$ cat src/rtl/pipe_ctrl.sv
// pipe_ctrl: issue/stall/flush control for an in-order pipeline, tracking pending register writes.
// Optional PIPE_CTRL_FWD_EN: with forwarding only load-use stalls; the default build stalls on any pending write.
module pipe_ctrl (
  input  logic       clk,
  input  logic       rst_n,
  input  logic       id_valid_i,
  input  logic [4:0] id_rs1_idx_i,
  input  logic [4:0] id_rs2_idx_i,
  input  logic [4:0] id_rd_idx_i,
  input  logic       id_wben_i,
  input  logic       id_is_load_i,
  input  logic       id_is_mc_i,
  input  logic       ex_redirect_i,
  input  logic       mc_done_i,
  input  logic       wb_valid_i,
  input  logic [4:0] wb_rdid_i,
  output logic       stalln_pc,
  output logic       stalln_id,
  output logic       stalln_ex,
  output logic       flush_id_o,
  output logic       flush_ex_o,
  output logic       issue_o,
  output logic       mc_busy_o
);

  typedef enum logic [1:0] {S_RUN, S_LU, S_MC} state_t;

  state_t     state, state_nxt;
  logic [1:0] cnt [32];
  logic       hazard, lu_haz, rd_full;

  // A writer whose counter is saturated must wait, so counters never wrap.
  assign rd_full = id_wben_i && (id_rd_idx_i != '0) && (cnt[id_rd_idx_i] == 2'd3);

`ifdef PIPE_CTRL_FWD_EN
  logic       ld_v;
  logic [4:0] ld_rd;

  assign lu_haz = ld_v && (ld_rd != '0) &&
                  ((ld_rd == id_rs1_idx_i) || (ld_rd == id_rs2_idx_i));
  assign hazard = lu_haz || rd_full;

  always_ff @(posedge clk) begin
    if (!rst_n) begin
      ld_v  <= 1'b0;
      ld_rd <= '0;
    end else begin
      ld_v <= issue_o && id_is_load_i;
      if (issue_o && id_is_load_i)
        ld_rd <= id_rd_idx_i;
    end
  end
`else
  logic unused_load;

  assign unused_load = id_is_load_i;
  assign lu_haz      = 1'b0;
  assign hazard      = ((id_rs1_idx_i != '0) && (cnt[id_rs1_idx_i] != '0)) ||
                       ((id_rs2_idx_i != '0) && (cnt[id_rs2_idx_i] != '0)) ||
                       rd_full;
`endif

  always_comb begin
    stalln_pc  = 1'b1;
    stalln_id  = 1'b1;
    stalln_ex  = 1'b1;
    flush_id_o = 1'b0;
    flush_ex_o = 1'b0;
    issue_o    = 1'b0;
    state_nxt  = state;
    if (!rst_n) begin
      flush_id_o = 1'b1;
      flush_ex_o = 1'b1;
      state_nxt  = S_RUN;
    end else if (state == S_MC) begin
      if (mc_done_i) begin
        state_nxt = S_RUN;
      end else begin
        stalln_pc = 1'b0;
        stalln_id = 1'b0;
        stalln_ex = 1'b0;
      end
    end else begin
      // S_LU is entered with the bubble already inserted; ld_v is clear there, so
      // the load-use term drops and the waiting instruction issues in that cycle.
      state_nxt = S_RUN;
      if (ex_redirect_i) begin
        flush_id_o = 1'b1;
        flush_ex_o = 1'b1;
      end else if (id_valid_i && hazard) begin
        stalln_pc  = 1'b0;
        stalln_id  = 1'b0;
        flush_ex_o = 1'b1;
        if (lu_haz)
          state_nxt = S_LU;
      end else if (id_valid_i) begin
        issue_o = 1'b1;
        if (id_is_mc_i)
          state_nxt = S_MC;
      end
    end
  end

  assign mc_busy_o = rst_n && (state == S_MC);

  always_ff @(posedge clk) begin
    if (!rst_n)
      state <= S_RUN;
    else
      state <= state_nxt;
  end

  // Simultaneous issue and retire of the same register cancel out.
  always_ff @(posedge clk) begin
    cnt[0] <= '0;
    for (int unsigned i = 1; i < 32; i++) begin
      if (!rst_n)
        cnt[i] <= '0;
      else if ((issue_o && id_wben_i && (id_rd_idx_i == 5'(i))) &&
               !(wb_valid_i && (wb_rdid_i == 5'(i))))
        cnt[i] <= cnt[i] + 2'd1;
      else if ((wb_valid_i && (wb_rdid_i == 5'(i))) &&
               !(issue_o && id_wben_i && (id_rd_idx_i == 5'(i))) &&
               (cnt[i] != '0))
        cnt[i] <= cnt[i] - 2'd1;
    end
  end

endmodule

$ cat config.mk
export PLATFORM = sky130hd
export DESIGN_NAME = pipe_ctrl
export DESIGN_NICKNAME = d
export VERILOG_FILES = /design/src/rtl/pipe_ctrl.sv
export SDC_FILE = /design/constraint.sdc
export NUM_CORES = 1
export LEC_CHECK = 0
export BUFFER_PORTS_ARGS = -buffer_cell sky130_fd_sc_hd__buf_4
export CORE_AREA = 4 4 129 131
export CTS_CLUSTER_SIZE = 16
export DETAILED_ROUTE_END_ITERATION = 16
export DIE_AREA = 0 0 133 135
export SYNTH_ARGS = -nofsm -noshare
export SYNTH_HDL_FRONTEND = slang
export SYNTH_SLANG_ARGS = --single-unit
export TNS_END_PERCENT = 1
$ cat constraint.sdc
create_clock -name clk -period 8.65 [get_ports clk]
set_input_delay 1.73 -clock clk [delete_from_list [all_inputs] [get_ports clk]]
set_output_delay 1.73 -clock clk [all_outputs]
set_load 0.01 [all_outputs]
==> out/qor.csv <==
stage,metric,value,unit
route,drc_errors,0,
sta,finalHoldViolations,0,
grt,grt_pass1_vias,5762,
grt,track_usage,22.95,%
floorplanning,die_h,135,um
synthesis,yosysTopAreaCell,edfxtp_1,
setup_path,cp_max_fo,14,
power,power.total,0.0009238,W
layout,syn_to_final_growth,10.22,%
clocking,cts.path.max_buffers,2,
sta,period_minus_slack,5.854,ns
synthesis,async_flop_share,0,%
synthesis,synth_commonest_cells,"inv_1 (69), edfxtp_1 (62), nor2_1 (50), nand2_1 (49), nor3_1 (49)",
grt,grt_max_degree,51,
setup_path,endpoint_kind,output port,
setup_path,cp_data_required_time,6.92,ns
synthesis,syn_inst,705,
power,power_frac_seq,39.1,%
clocking,cts_root_buf,clkbuf_16,
route,wl_met2,9586,um
sta,holdWs,0.6042,ns
floorplanning,die_x,133,um
sta,finalMaxSlewViolations,0,
layout,final_core_util,43.45,%
clocking,post_cts_buffers,0,
run,maxCapViolations,0,
route,wirelength,20550,um
sta,worst_pin_slew,1.144,ns
sta,fin_tns_setup,0,ns
sta,rsz0062_at_grt,no,
synthesis,syn_area,6148,sq um
route,vias,5946,
placed_design,io_buffers,34,
layout,fin_nets,766,
floorplanning,dieArea,17960,sq um
layout,final_cells,928,
synthesis,synthAdderAreaFrac,6.105,%
min_path,holdPathStages,1,
synthesis,synth_compound_area_share,19.07,%
power,combPwrFrac,19.3,%
power,p_per_area,136.3,nW/um^2
layout,layout-drive-gt1-share,13.06,%
min_path,hold_class,reg2reg,
route,drt_pass1_iterations,5,
route,drt-wirelength-per-cell,22.14,um
power,switching_share,29.43,%
synthesis,synth.area.mux_share,12.05,%
clocking,worstSkewPairLatency,0.34,ns
sta,finalCritPeriodShare,67.67,%
sta,timing.fmax,170.8,MHz
synthesis,yosysTopAreaCellShare,30.28,%
synthesis,synth_edf_count,62,
route,routed-wl-met3,1409,um
floorplanning,num_rows,46,
synthesis,yosys_warnings,0,
power,switchingPower,0.0002719,W
power,pwr-share-clk,41.7,%
setup_path,path_cells,"buf_4, inv_1, nor2_1, a22oi_1, a22o_1, nand3_2, or2_2, a31o_2, buf_4",
route,antenna_left,0,
setup_path,worstSetupStartpointType,primary input,
route,via_per_inst,6.407,
clocking,postCtsHoldBufs,0,
synthesis,synth_nets,764,
setup_path,reg2reg_depth,9,
synthesis,synth.most_common_cell,inv_1,
floorplanning,placeableCoreArea,15600,sq um
placed_design,dp.cells,912,
synthesis,synth_xor_area_share,0,%
placed_design,hpwlAfterDp,15150,um
route,dr.max_layer_used,met4,
grt,grt_pass1_wl,31820,um
synthesis,yosys-top-cells-area,"edfxtp_1 (30%), mux2i_1 (6.2%), ha_1 (6.1%), mux4_2 (5.5%), inv_1 (4.2%)",
sta,finClkSkew,0.006825,ns
setup_path,crit_arrival,4.12,ns
grt,grt_overflow,0,
clocking,cts_sinks,63,
power,power.internal,0.0006520,W
route,wl_met1,8711,um
synthesis,synth_top_family_by_area,simple AND/OR/NAND/NOR gates,
placed_design,globalplace.congestion,0.9495,
setup_path,crit_top_cell,buf_4,
grt,antenna_found_initial,0,
floorplanning,ioPinCount,36,
clocking,cts_htree_levels,3,
run_status,status,completed,
setup_path,critPathKind,in2out,
synthesis,avgSynthCellArea,8.721,sq um
clocking,cts.reportedPaths.clkPinSlew,0.06,ns
synthesis,ys_types,65,
route,drtIter0Drc,620,
layout,antenna_cells,0,
clocking,cts_tree,built,
floorplanning,start_util,39.42,%
synthesis,synth.yosys.seq_area_share,30.61,%
power,power_leakage,2.387,nW
synthesis,synth-simple-area-share,24.07,%
clocking,cts_made_buffers,9,
setup_path,cp_slowest_cell,nor2_1,
sta,slew_headroom,23.45,%
clocking,cts_resized,0,
synthesis,ys.flop_type,edfxtp_1,
setup_path,max_stage_delay,0.91,ns
sta,finalSetupViolCount,0,
power,peakVddDrop,0.09506,mV
synthesis,ys_ff_latch,63,
## worst max-delay path: cells and delay by family
family	cells	cell delay (ns)
AND/OR/NAND/NOR	3	1.19
AO/OA/AOI/OAI	3	0.72
buffers and inverters	3	0.48
## placed cells by master, fill, tap and decap left out, types with 3 or more instances in the layout
master     synthesis  layout
a311o_1           10      10
a211o_1            3       3
nor4b_1            3       3
nand4_1           27      27
buf_4              2      37
clkbuf_8           0       3
nor3_2             5       5
clkbuf_16          0       9
a22oi_1            7       7
nand3_1           48      48
a31oi_1            4       4
nor2_1            50      50
and2_1             6       6
edfxtp_1          62      62
inv_1             69      69
mux2i_1           38      38
o311ai_0           5       5
or2_2              3       4
nand2b_1          11      11
a211oi_1           7       7
nand2_1           49      49
a21oi_1           39      39
a311oi_1           5       5
or4_1              3       3
nand3b_1           3       3
mux4_2            15      15
nor3_1            49      49
nor2b_1           13      13
o311ai_2           7       7
o21ai_0            7       7
or3_1              3       3
o211ai_1          10      10
ha_1              30      30
o31ai_1           26      26
and3_1             4       4
## state kept, by name, indices dropped and copies added, names as in the netlist
register  cells
cnt          62
state         1
## metal layers
metal,track usage (%),vias up
li1,-,2704
met1,29.70,2913
met2,36.91,278
met3,3.838,51
met4,12.18,0
met5,0,-
## worst paths after layout
path             startpoint    endpoint  slack (ns)
min reg2reg      cnt[20][0]  cnt[20][0]        0.60
min              cnt[20][0]  cnt[20][0]        0.60
max          id_rd_idx_i[3]  flush_ex_o        2.80
max reg2reg       cnt[8][1]  cnt[12][1]        5.13
## through the flow
stage          instance area, sq um  setup WS (ns)
2_1_floorplan                  6148          2.940
5_1_grt                        6777          2.707
3_5_place_dp                   6466          2.867
6_report                       6777          2.796
4_1_cts                        6777          2.875
3_3_place_gp                   6466          2.919
## logic make-up after synthesis
family                   Yosys count
adder cells (fa/ha/maj)           30
multiplexers                      55
buffers and inverters            116
AO/OA/AOI/OAI                    154
flip-flops                        63
AND/OR/NAND/NOR                  287
## final cells by class
cell class	count	area [sq um]
Inverter	70	262.8
Sequential cell	63	1882
Fill cell	1532	8821
Timing Repair Buffer	37	277.8
Multi-Input combinational cell	526	3774
Tap cell	216	270.3
Clock inverter	3	40.04
Clock buffer	13	270.3
## power by group through the flow
stage / Clock [W] / Sequential [W] / Combinational, W
after floorplan: 0 / 0.000361 / 0.000127
after global placement: 0 / 0.000366 / 0.000170
after detailed placement: 0 / 0.000367 / 0.000174
after CTS: 0.000390 / 0.000360 / 0.000175
after global routing: 0.000400 / 0.000362 / 0.000192
final: 0.000385 / 0.000361 / 0.000178
Power figures use the tool's default switching activity.
